<file path="config.mk">
export PLATFORM = sky130hd
export DESIGN_NAME = seg7_ring_monitor
export DESIGN_NICKNAME = d
export VERILOG_FILES = /design/src/rtl/seg7_pkg.sv /design/src/rtl/seg7_to_bcd.sv /design/src/rtl/seg7_ring_monitor.sv
export SDC_FILE = /design/constraint.sdc
export NUM_CORES = 1
export LEC_CHECK = 0
export BUFFER_PORTS_ARGS = -buffer_cell sky130_fd_sc_hd__clkbuf_2
export CAP_MARGIN = 40
export CELL_PAD_IN_SITES_DETAIL_PLACEMENT = 1
export CELL_PAD_IN_SITES_GLOBAL_PLACEMENT = 1
export CORE_ASPECT_RATIO = 0.7
export CORE_MARGIN = 2
export CORE_UTILIZATION = 43
export DETAILED_ROUTE_END_ITERATION = 16
export GPL_ROUTABILITY_DRIVEN = 0
export PLACE_DENSITY_LB_ADDON = 0.1
export SYNTH_ARGS = -nofsm -noshare
export SYNTH_HDL_FRONTEND = slang
export SYNTH_SLANG_ARGS = --single-unit
</file>
<file path="constraint.sdc">
create_clock -name Clock -period 3.4 [get_ports Clock]
set_clock_uncertainty 0.1 [all_clocks]
set_input_delay 0.17 -clock Clock [delete_from_list [all_inputs] [get_ports Clock]]
set_output_delay 0.17 -clock Clock [all_outputs]
set_load 0.1 [all_outputs]
</file>
<file path="src/rtl/seg7_pkg.sv">
// rtl/seg7_pkg.sv - shared segment codes and monitor state type for the 7-seg ring monitor
package seg7_pkg;

    // Active-low segment patterns, index 0 = seg a .. index 6 = seg g
    localparam logic [0:6] SEG_0     = 7'b0000001;
    localparam logic [0:6] SEG_1     = 7'b1001111;
    localparam logic [0:6] SEG_2     = 7'b0010010;
    localparam logic [0:6] SEG_3     = 7'b0000110;
    localparam logic [0:6] SEG_4     = 7'b1001100;
    localparam logic [0:6] SEG_5     = 7'b0100100;
    localparam logic [0:6] SEG_6     = 7'b1100000;
    localparam logic [0:6] SEG_7     = 7'b0001111;
    localparam logic [0:6] SEG_8     = 7'b0000000;
    localparam logic [0:6] SEG_9     = 7'b0001100;
    localparam logic [0:6] SEG_BLANK = 7'b1111111;

    typedef enum logic {
        SYNC  = 1'b0,
        TRACK = 1'b1
    } mon_state_t;

endpackage

</file>
<file path="src/rtl/seg7_to_bcd.sv">
// rtl/seg7_to_bcd.sv - combinational decode of an active-low segment pattern back to BCD
module seg7_to_bcd
    import seg7_pkg::*;
(
    input  logic [0:6] pat,
    output logic [3:0] bcd,
    output logic       valid
);

    // Inverse of the display-side digit table; anything else (blank included) is invalid
    always_comb begin
        bcd   = 4'd0;
        valid = 1'b1;
        case (pat)
            SEG_0:   bcd = 4'd0;
            SEG_1:   bcd = 4'd1;
            SEG_2:   bcd = 4'd2;
            SEG_3:   bcd = 4'd3;
            SEG_4:   bcd = 4'd4;
            SEG_5:   bcd = 4'd5;
            SEG_6:   bcd = 4'd6;
            SEG_7:   bcd = 4'd7;
            SEG_8:   bcd = 4'd8;
            SEG_9:   bcd = 4'd9;
            default: valid = 1'b0;
        endcase
    end

endmodule

</file>
<file path="src/rtl/seg7_ring_monitor.sv">
// rtl/seg7_ring_monitor.sv - debounced 7-seg digit sequence checker; SEG7_MON_LEDR_CHECK_EN adds the LEDR ring cross-check
module seg7_ring_monitor
    import seg7_pkg::*;
#(
    parameter int STABLE_CYCLES = 4,
    parameter int CNT_W         = 16,
    parameter int ERR_W         = 8
) (
    input  logic             Clock,
    input  logic             Reset,
    input  logic [0:6]       HEX,
    input  logic [9:0]       LEDR,
    output logic [3:0]       digit,
    output logic             digit_valid,
    output logic             locked,
    output logic             step_pulse,
    output logic             err_pulse,
    output logic [CNT_W-1:0] step_count,
    output logic [ERR_W-1:0] err_count
);

    localparam int SW = $clog2(STABLE_CYCLES + 1);

    logic [0:6]       hex_q;
    logic [0:6]       acc_pat;
    logic [SW-1:0]    stab_cnt;
    logic             accept;
    logic [3:0]       dec_bcd;
    logic             dec_valid;
    logic [3:0]       exp_digit;
    logic             ledr_ok;
    mon_state_t       state;
    mon_state_t       state_n;
    logic [3:0]       digit_n;
    logic             digit_valid_n;
    logic             step_n;
    logic             err_n;
    logic [CNT_W-1:0] step_count_n;
    logic [ERR_W-1:0] err_count_n;

    seg7_to_bcd u_dec (
        .pat   (hex_q),
        .bcd   (dec_bcd),
        .valid (dec_valid)
    );

    // A new pattern is taken once it has matched its previous sample long enough
    assign accept    = (stab_cnt == SW'(STABLE_CYCLES - 1)) && (HEX == hex_q) && (hex_q != acc_pat);
    assign exp_digit = (digit == 4'd9) ? 4'd0 : digit + 4'd1;
    assign locked    = (state == TRACK);

`ifdef SEG7_MON_LEDR_CHECK_EN
    // The ring position must agree with the digit being shown
    always_comb begin
        ledr_ok = (LEDR == (10'b1 << dec_bcd));
    end
`else
    logic unused_ledr;
    assign unused_ledr = ^LEDR;

    // Ring is not checked in this build
    always_comb begin
        ledr_ok = 1'b1;
    end
`endif

    // Sample the bus and track how long the current pattern has been steady
    always_ff @(posedge Clock or posedge Reset) begin
        if (Reset) begin
            hex_q    <= SEG_BLANK;
            acc_pat  <= SEG_BLANK;
            stab_cnt <= '0;
        end else begin
            hex_q <= HEX;
            if (HEX != hex_q)
                stab_cnt <= '0;
            else if (stab_cnt != SW'(STABLE_CYCLES))
                stab_cnt <= stab_cnt + SW'(1);
            if (accept)
                acc_pat <= hex_q;
        end
    end

    // State register plus registered outputs
    always_ff @(posedge Clock or posedge Reset) begin
        if (Reset) begin
            state       <= SYNC;
            digit       <= 4'd0;
            digit_valid <= 1'b0;
            step_pulse  <= 1'b0;
            err_pulse   <= 1'b0;
            step_count  <= '0;
            err_count   <= '0;
        end else begin
            state       <= state_n;
            digit       <= digit_n;
            digit_valid <= digit_valid_n;
            step_pulse  <= step_n;
            err_pulse   <= err_n;
            step_count  <= step_count_n;
            err_count   <= err_count_n;
        end
    end

    // Next-state and output decisions, evaluated only on an accept event
    always_comb begin
        state_n       = state;
        digit_n       = digit;
        digit_valid_n = digit_valid;
        step_n        = 1'b0;
        err_n         = 1'b0;
        step_count_n  = step_count;
        err_count_n   = err_count;
        if (accept) begin
            if (dec_valid && !ledr_ok) begin
                err_n         = 1'b1;
                state_n       = SYNC;
                digit_valid_n = 1'b0;
            end else begin
                case (state)
                    SYNC: begin
                        if (dec_valid) begin
                            digit_n       = dec_bcd;
                            digit_valid_n = 1'b1;
                            state_n       = TRACK;
                        end
                    end
                    TRACK: begin
                        if (!dec_valid) begin
                            err_n         = 1'b1;
                            digit_valid_n = 1'b0;
                            state_n       = SYNC;
                        end else if (dec_bcd == exp_digit) begin
                            step_n  = 1'b1;
                            digit_n = dec_bcd;
                        end else begin
                            err_n   = 1'b1;
                            digit_n = dec_bcd;
                            state_n = SYNC;
                        end
                    end
                    default: state_n = SYNC;
                endcase
            end
            if (step_n && (step_count != '1))
                step_count_n = step_count + CNT_W'(1);
            if (err_n && (err_count != '1))
                err_count_n = err_count + ERR_W'(1);
        end
    end

endmodule

</file>
==> impl_metrics.py, run 1 <==
metrics = {
    "final_layout": {
        "synthToLayoutAreaGrowth_pct": 17.09,
        "fillers": 725,
        "drive_gt1_share_pct": 30.06,
        "nNetsFinal": 340,
        "final_util_pct": 52.74,
        "ff_latch_area_um2": 1244,
        "n_antenna_cell": 0,
        "multiInputGateArea_um2": 1471,
    },
    "yosys": {
        "yosys_warnings": 0,
        "yosys-top-cells-count": "dfrtp_1 (35), xnor2_1 (23), nand3_1 (20)",
        "synthDistinctLibCells": 51,
        "synthesis.area_um2": 2840,
        "synth_nets": 292,
        "synth_cells": 267,
        "ys_seq_elements": 49,
        "yosysTopAreaCellShare_pct": 30.84,
        "synth_area_leader_cell": "dfrtp_1",
        "avgSynthCellArea_um2": 10.64,
        "yosysSeqAreaShare_pct": 43.79,
        "yosysMostFrequentCell": "dfrtp_1",
        "synth-edff-count": 0,
        "synthFlopType": "dfrtp_1",
        "synth-async-reset-ratio_pct": 100.0,
        "synth_area_leaders": "dfrtp_1 (31%), dfstp_2 (13%), xnor2_1 (7.1%)",
    },
    "timing": {
        "fin_crit_sh_pct": 92.49,
        "maxSlewViolCount": 0,
        "maxSlewHeadroom_pct": 63.03,
        "tightest_slew_ns": 0.5569,
        "final.min_clock_period_ns": 3.145,
        "fin_setup_tns_ns": 0,
        "fmax_mhz": 318.0,
        "rsz0062_at_grt": "false",
        "finalHoldViolCount": 0,
        "setup_viol_count_final": 0,
    },
    "job": {
        "maxCapViolations": 0,
    },
    "floorplanning": {
        "chipWidth_um": 101.1,
        "die_area_um2": 7282,
        "ios": 51,
        "num_rows": 24,
        "core_area_um2": 6306,
        "die_h_um": 72.00,
        "start_util_pct": 45.04,
    },
    "place": {
        "post-dp-hpwl_um": 4806,
        "port_buffers": 40,
    },
    "global_route": {
        "grt_pass1_wl_um": 11120,
        "track_usage_pct": 19.30,
        "gr-total-overflow": 0,
        "grt_pass1_vias": 2208,
        "antenna_found_initial": 0,
        "grt_max_degree": 33,
    },
    "cts": {
        "clock_latency_ns": 0.31,
        "ctsLongestPathBuffers": 2,
        "cts_buffers": 5,
        "htreeDepth": 2,
        "cts_tree": "yes",
        "cts.sinks": 49,
        "cts-root-buf": "clkbuf_8",
        "cts_setup_buffers": 0,
        "clkSlewWorstSetupHoldPaths_ns": 0.09,
    },
    "power": {
        "cellPowerDensity_nw_per_um2": 317.2,
        "p_seq_share_pct": 57.6,
        "p_leak_nw": 1.469,
        "power.share.clock_pct": 36.3,
        "switchingPower_uw": 244.7,
        "swShare_pct": 23.19,
        "vdd_drop_max_mv": 0.1594,
        "power.internal_uw": 810.2,
        "comb_power_share_pct": 6.0,
    },
    "setup_path": {
        "path_max_fanout": 14,
        "critical_path_class": "reg -> reg",
        "crit_required_ns": 3.49,
        "crit_chain": "or3b_1 > a2111oi_2 > o211ai_1 > a211o_1 > a22oi_4 > nand3_1 > mux2_1",
        "worstSetupEndpointType": "register",
        "critPathBufInv": 0,
        "cp_top_family": "compound AO/OA/AOI/OAI gates",
        "cp-start-kind": "register",
        "cp.arrival_ns": 3.24,
        "cp_slowest_stage_delay_ns": 0.70,
        "crit_path_top_delay_cell": "dfstp_2",
    },
    "detailed_routing": {
        "routed_wl_um": 6338,
        "drt_first_pass_iters": 4,
        "num_vias": 2130,
        "wire_per_inst_um": 16.09,
        "drc": 0,
        "ant_nets": 0,
        "viasPerCell": 5.406,
        "drtIter0Drc": 108,
    },
    "outcome": {
        "status": "finished, final reports clean",
    },
    "worst_hold_path": {
        "hold_class": "in -> async",
    },
}
## placed cells by master, fill, tap and decap left out, types with 5 or more instances in the layout
cell type / instances
clkbuf_2: 40
dfrtp_1: 35
xnor2_1: 23
nand3_1: 20
xor2_1: 16
nand2_1: 16
dfstp_2: 14
inv_1: 13
nor3_1: 11
mux2_2: 10
and3_1: 10
o21ai_0: 8
dlygate4sd3_1: 8
nor2_1: 7
nand4_1: 6
ha_1: 6
clkbuf_8: 5
buf_4: 5
## per-layer routing
metal / global-route usage (%) / wire length (um) / vias to the layer above
li1: - / - / 1040
met1: 28.13 / 3304 / 1052
met2: 30.24 / 2828 / 34
met3: 4.432 / 165 / 4
met4: 2.703 / 40 / 0
met5: 0 / 0 / -
## stage by stage
stage | setup WS (ns) | instances | power (mW) | hold slack [ns] | instance area (um2)
3_5_place_dp | 0.2562 | 378 | 0.6765 | 0.06816 | 3143
4_1_cts | 0.2474 | 394 | 1.076 | 0.2723 | 3326
5_1_grt | 0.06457 | 394 | 1.106 | 0.3117 | 3326
2_1_floorplan | 0.4561 | 267 | 0.6555 | 0.07448 | 2840
6_report | 0.2552 | 394 | 1.055 | 0.2697 | 3326
3_3_place_gp | 0.3167 | 377 | 0.6716 | 0.1801 | 3123
## power groups by stage
stage	Combinational, mW	Sequential [mW]	Clock [mW]
after floorplan	0.0517	0.604	0
after global placement	0.0534	0.618	0
after detailed placement	0.0579	0.619	0
after CTS	0.0652	0.608	0.403
after global routing	0.0723	0.610	0.424
final	0.0637	0.608	0.383
## logic make-up after synthesis
kind of cell	synth area share, %
adders and majority gates	2.643
DFF	43.79
xor gates and xnor gates	12.03
and+or+nand+nor	22.78
buffers and inverters	4.405
muxes	5.639
AOI/OAI and AO/OA	8.723
## path summary, 6_finish.rpt
kind / from / endpoint / depth (start not counted) / slack [ns]
worst max register to register: hex_q[1] / step_count[1] / 7 / 0.26
max in group asynchronous: Reset / acc_pat[0] / 4 / 2.36
worst min register to register: err_count[5] / err_count[5] / 1 / 0.39
min in group Clock: err_count[5] / err_count[5] / 1 / 0.39
worst max-delay path: hex_q[1] / step_count[1] / 7 / 0.26
worst min-delay path: Reset / step_count[11] / 3 / 0.27
## tightest hold or removal path, cell delays in order
cell	delay, ns
dlygate4sd3_1	0.53
clkbuf_2	0.11
inv_2	0.30
## area by class of cell
cell class / instances / share of cell area (%)
clock buffers: 7 / 2.935
clock inverters: 1 / 0.1505
inverters: 14 / 1.580
multi-input cells: 190 / 44.24
flip-flops and latches: 49 / 37.40
well taps: 78 / 2.935
repair buffers: 55 / 10.76
## registers in the layout (all words and copies together), names as in the netlist
name,flops
err_pulse,1
locked,1
stab_cnt,3
hex_q,7
digit,4
digit_valid,1
err_count,8
step_count,16
acc_pat,7
step_pulse,1
## repair_timing
item / in CTS / in global routing
hold buffers: 8 / 0
hold endpoints to repair: 19 / 0
gates resized for setup: 0 / 0
Note: power is estimated with default switching activity, not from simulation.
==> run 2: changes to the inputs <==
- CELL_PAD_IN_SITES_DETAIL_PLACEMENT: 1 -> 0
==> run 2 against run 1 <==
First-iteration DRC count decreased by 15%. Count of clock-buffer cells in the layout shrank 2. Via count is 2.6% lower. Die area stayed put. Critical path depth unchanged. Global-route usage shrank 2.5 points. Critical endpoint is now err_count[1]. Largest cell class unchanged.
==> impl_metrics.py, run 2 (synthesis results as in run 1) <==
metrics = {
    "cts": {
        "cts_resized": 0,
        "cts.sinks": 49,
        "cts_setup_buffers": 0,
        "cts_tree": "yes",
        "cts_buffers": 5,
        "clock_latency_ns": 0.30,
        "clkSlewWorstSetupHoldPaths_ns": 0.09,
        "htreeDepth": 2,
        "cts-root-buf": "clkbuf_8",
        "ctsLongestPathBuffers": 2,
    },
    "job": {
        "maxCapViolations": 0,
    },
    "setup_path": {
        "cp.arrival_ns": 3.21,
        "crit_required_ns": 3.49,
        "crit_path_top_delay_cell": "or4_4",
        "cp-start-kind": "register",
        "worstSetupEndpointType": "register",
        "cp_common_cell": "or4_4",
        "cp_slowest_stage_delay_ns": 0.55,
        "critical_path_class": "reg -> reg",
        "critPathBufInv": 0,
        "cp_top_family": "simple AND/OR/NAND/NOR gates",
        "crit_chain": "or4_4 > nor3_4 > mux2_2 > a32oi_2 > a22oi_4 > or4_4 > mux2_4",
        "path_max_fanout": 14,
    },
    "final_layout": {
        "largest_register_ffs": 16,
        "largest-register": "step_count",
        "drive_gt1_share_pct": 30.38,
        "mostFrequentLayoutCells": "clkbuf_2 (40), dfrtp_1 (35), xnor2_1 (23), nand3_1 (20)",
        "reg_top3": "step_count: 16 flops, err_count: 8 flops",
        "final_util_pct": 52.46,
        "final_common_cell": "clkbuf_2",
        "stdcell_count": 394,
        "n_antenna_cell": 0,
        "synthToLayoutAreaGrowth_pct": 16.48,
        "multiInputGateArea_um2": 1471,
        "fillers": 606,
        "ff_latch_area_um2": 1244,
        "nNetsFinal": 340,
    },
    "power": {
        "switchingPower_uw": 246.7,
        "power.share.clock_pct": 33.7,
        "p_leak_nw": 1.463,
        "cellPowerDensity_nw_per_um2": 305.6,
        "p_seq_share_pct": 60.1,
        "swShare_pct": 24.41,
        "power.internal_uw": 764.2,
        "comb_power_share_pct": 6.2,
        "vdd_drop_max_mv": 0.1507,
        "p_total_mw": 1.011,
    },
    "detailed_routing": {
        "num_vias": 2074,
        "viasPerCell": 5.264,
        "drtIter0Drc": 92,
        "routed_wl_um": 5640,
        "drc": 0,
        "ant_nets": 0,
        "drt_first_pass_iters": 4,
        "wire_per_inst_um": 14.31,
    },
    "timing": {
        "fin_crit_sh_pct": 91.74,
        "rsz0062_at_grt": "false",
        "final.min_clock_period_ns": 3.119,
        "tightest_slew_ns": 0.5491,
        "maxSlewHeadroom_pct": 63.55,
        "fmax_mhz": 320.6,
        "fin_setup_tns_ns": 0,
        "setup_viol_count_final": 0,
        "finalHoldViolCount": 0,
        "maxSlewViolCount": 0,
    },
    "global_route": {
        "grt_pass1_vias": 1983,
        "track_usage_pct": 16.76,
        "gr-total-overflow": 0,
        "antenna_found_initial": 0,
        "grt_pass1_wl_um": 9735,
        "grt_max_degree": 33,
    },
    "worst_hold_path": {
        "hold_class": "in -> async",
    },
    "floorplanning": {
        "start_util_pct": 45.04,
        "die_h_um": 72.00,
        "num_rows": 24,
        "die_area_um2": 7282,
        "chipWidth_um": 101.1,
        "core_area_um2": 6306,
        "ios": 51,
    },
    "place": {
        "dp_cells": 378,
        "port_buffers": 40,
        "post-dp-hpwl_um": 4160,
    },
    "outcome": {
        "status": "finished, final reports clean",
    },
}
[run 2: final cells by class]
| type | count | area share, % |
|---|---|---|
| repair buffers | 55 | 10.82 |
| well taps | 78 | 2.950 |
| clock inverters | 3 | 0.4917 |
| inverters | 14 | 1.589 |
| flip-flops and latches | 49 | 37.59 |
| multi-input cells | 190 | 44.48 |
| clock buffers | 5 | 2.080 |
[run 2: what timing repair did]
action                                  CTS  global route
hold buffers                              8             0
endpoints found under the setup margin    0             0
hold endpoints to repair                 19             0
[run 2: layer usage]
layer  track usage [%]  part of all wire, %
met4             4.054                 0.80
met3             3.565                  3.4
met2             22.96                   39
met1             26.62                   57
met5                 0                    0
[run 2: worst register-to-register path: cells and delay by family, from the launching register on]
family | cells | cell delay, ns
compound gates | 2 | 0.40
flops | 1 | 0.46
mux | 2 | 0.69
simple gates | 3 | 1.36
[run 2: through the flow]
stage | cell area, um2 | hold WS [ns] | setup WS [ns]
floorplan | 2840 | 0.07448 | 0.4561
global placement | 3123 | 0.1801 | 0.3167
CTS | 3308 | 0.2802 | 0.2664
finish | 3308 | 0.2764 | 0.2809
detailed placement | 3143 | 0.06648 | 0.2763
global route | 3308 | 0.3231 | 0.07521
[run 2: worst paths after layout]
path                            endpoint    startpoint  slack (ns)  cells after the start
setup / recovery            err_count[1]      hex_q[1]        0.28                      7
hold / removal             step_count[1]         Reset        0.28                      3
setup reg to reg            err_count[1]      hex_q[1]        0.28                      7
hold reg to reg             err_count[5]  err_count[5]        0.39                      1
max in group asynchronous     acc_pat[3]         Reset        2.36                      4
min in group Clock          err_count[5]  err_count[5]        0.39                      1
[run 2: power groups by stage]
stage	Combinational, mW	Clock, mW	Sequential, mW
6_report	0.0627	0.341	0.607
5_1_grt	0.0712	0.384	0.609
4_1_cts	0.0639	0.358	0.608
3_5_place_dp	0.0568	0	0.618
3_3_place_gp	0.0534	0	0.618
2_1_floorplan	0.0517	0	0.604
==> run 3: changes to the inputs <==
- CORE_UTILIZATION: 43 -> 39
- clock period: 3.4 -> 2.77 ns (I/O delays scaled with it)
==> run 3 against run 2 <==
The run now ends with negative setup slack left. Sequential share of layout area decreased by 3.6 points. Clock power increased by 36%. Via count up 9.1%. Hold slack lost 0.021 ns. Sequential power is 21% higher. Count of clock-buffer cells in the layout grew 2. Critical path type unchanged. Critical endpoint unchanged. Largest power group unchanged. Highest routed layer unchanged.
==> impl_metrics.py, run 3 (synthesis results as in run 1) <==
metrics = {
    "detailed_routing": {
        "drtIter0Drc": 95,
        "drt_first_pass_iters": 6,
        "wire_per_inst_um": 13.86,
        "routed_wl_um": 6154,
        "viasPerCell": 5.095,
        "num_vias": 2262,
        "drc": 0,
        "ant_nets": 0,
    },
    "setup_path": {
        "worstSetupEndpointType": "register",
        "path_max_fanout": 10,
        "cp-start-kind": "register",
        "crit_required_ns": 2.85,
        "cp_slowest_stage_delay_ns": 0.58,
        "critical_path_class": "reg -> reg",
        "crit_path_top_delay_cell": "dfstp_2",
        "crit_chain": "buf_6 > or4b_4 > a21oi_4 > nor3_2 > o211ai_1 > a22oi_4 > buf_12 > or4_4 > mux2_4",
        "cp.arrival_ns": 2.99,
    },
    "floorplanning": {
        "core_area_um2": 6913,
        "chipWidth_um": 106,
        "die_area_um2": 7992,
        "ios": 51,
        "die_h_um": 75.40,
        "start_util_pct": 41.09,
        "num_rows": 25,
    },
    "timing": {
        "tightest_slew_ns": 0.5435,
        "fmax_mhz": 343.8,
        "maxSlewViolCount": 0,
        "finalHoldViolCount": 0,
        "fin_crit_sh_pct": 105.0,
        "rsz0062_at_grt": "true",
        "maxSlewHeadroom_pct": 63.49,
        "final.min_clock_period_ns": 2.908,
        "setup_viol_count_final": 6,
        "fin_ws_ns": -0.1385,
        "whs_ns": 0.2550,
        "fin_setup_tns_ns": -0.3389,
    },
    "power": {
        "cellPowerDensity_nw_per_um2": 358.8,
        "p_leak_nw": 1.645,
        "vdd_drop_max_mv": 0.2041,
        "p_total_mw": 1.320,
    },
    "global_route": {
        "grt_pass1_wl_um": 10410,
        "antenna_found_initial": 0,
        "grt_pass1_vias": 2084,
        "gr-total-overflow": 0,
        "track_usage_pct": 16.44,
        "grt_max_degree": 27,
    },
    "final_layout": {
        "reg_top3": "step_count: 16 flops, err_count: 8 flops",
        "final_util_pct": 53.23,
        "drive_gt1_share_pct": 41.14,
        "largest-register": "step_count",
        "nNetsFinal": 374,
        "synthToLayoutAreaGrowth_pct": 29.56,
        "fillers": 622,
        "design_area_um2": 3680,
        "largest_register_ffs": 16,
        "n_antenna_cell": 0,
        "final_common_cell": "clkbuf_2",
        "mostFrequentLayoutCells": "clkbuf_2 (40), buf_4 (38), dfrtp_1 (29), xnor2_1 (23), nand3_1 (19)",
    },
    "cts": {
        "cts-root-buf": "clkbuf_8",
        "clkSlewWorstSetupHoldPaths_ns": 0.09,
        "clock_latency_ns": 0.30,
        "cts_buffers": 5,
        "ctsLongestPathBuffers": 2,
        "htreeDepth": 2,
        "cts_tree": "yes",
        "cts.sinks": 49,
    },
    "outcome": {
        "violations": "negative setup slack",
        "status": "finished, violations left",
    },
    "job": {
        "maxCapViolations": 0,
    },
    "place": {
        "port_buffers": 40,
        "dpl_cell_area_um2": 3388,
        "post-dp-hpwl_um": 4696,
    },
    "worst_hold_path": {
        "hold_class": "in -> async",
    },
}
==> run 3: worst paths after layout <==
kind	startpoint	endpoint	slack [ns]	depth (start not counted)
worst max-delay path	hex_q[1]	err_count[1]	-0.14	9
worst min-delay path	Reset	step_count[4]	0.26	3
worst max register to register	hex_q[1]	err_count[1]	-0.14	9
worst min register to register	err_count[5]	err_count[5]	0.39	1
max in group asynchronous	Reset	acc_pat[4]	1.78	4
min in group Clock	HEX[3]	hex_q[3]	0.38	2
==> run 3: power breakdown <==
part / internal (mW) / total (mW) / leakage (nW) / switching [mW]
registers: 0.725 / 0.733 / 0.625 / 0.00777
logic: 0.0593 / 0.122 / 0.966 / 0.0632
clock network: 0.226 / 0.465 / 0.0542 / 0.239
total: 1.01 / 1.32 / 1.65 / 0.310
==> run 3: stage by stage <==
step,setup slack [ns],cells
after floorplan,-0.01778,267
after detailed placement,-0.1530,423
after global routing,-0.2158,444
final,-0.1385,444
after CTS,-0.1583,443
after global placement,-0.1385,422
==> run 3: area by class of cell <==
| type | count | area, um2 | share of cell area [%] |
|---|---|---|---|
| clock buffers | 7 | 96.34 | 2.618 |
| multi-input cells | 190 | 1540 | 41.86 |
| inverters | 14 | 52.55 | 1.428 |
| repair buffers | 89 | 616.8 | 16.76 |
| well taps | 94 | 117.6 | 3.196 |
| clock inverters | 1 | 5.005 | 0.1360 |
| flip-flops and latches | 49 | 1251 | 34.00 |
==> run 3: routing by layer <==
| metal | wire, um | track usage (%) | vias up |
|---|---|---|---|
| li1 | - | - | 1116 |
| met1 | 3437 | 26.48 | 1099 |
| met2 | 2413 | 22.08 | 41 |
| met3 | 253 | 3.422 | 6 |
| met4 | 50 | 3.801 | 0 |
| met5 | 0 | 0 | - |
==> run 3: critical path, delay by kind of cell, from the launching register on <==
kind	cells	cell delay [ns]
AOI/OAI and AO/OA	3	0.54
muxes	1	0.30
and+or+nand+nor	3	1.01
buffers and inverters	2	0.26
DFF	1	0.58
==> run 3: what timing repair did <==
action / in CTS / in global routing
hold buffers: 8 / 0
hold endpoints to repair: 19 / 0
endpoints found under the setup margin: 20 / 27
pin swaps: 4 / 4
gates resized for setup: 5 / 10
setup buffers: 5 / 1
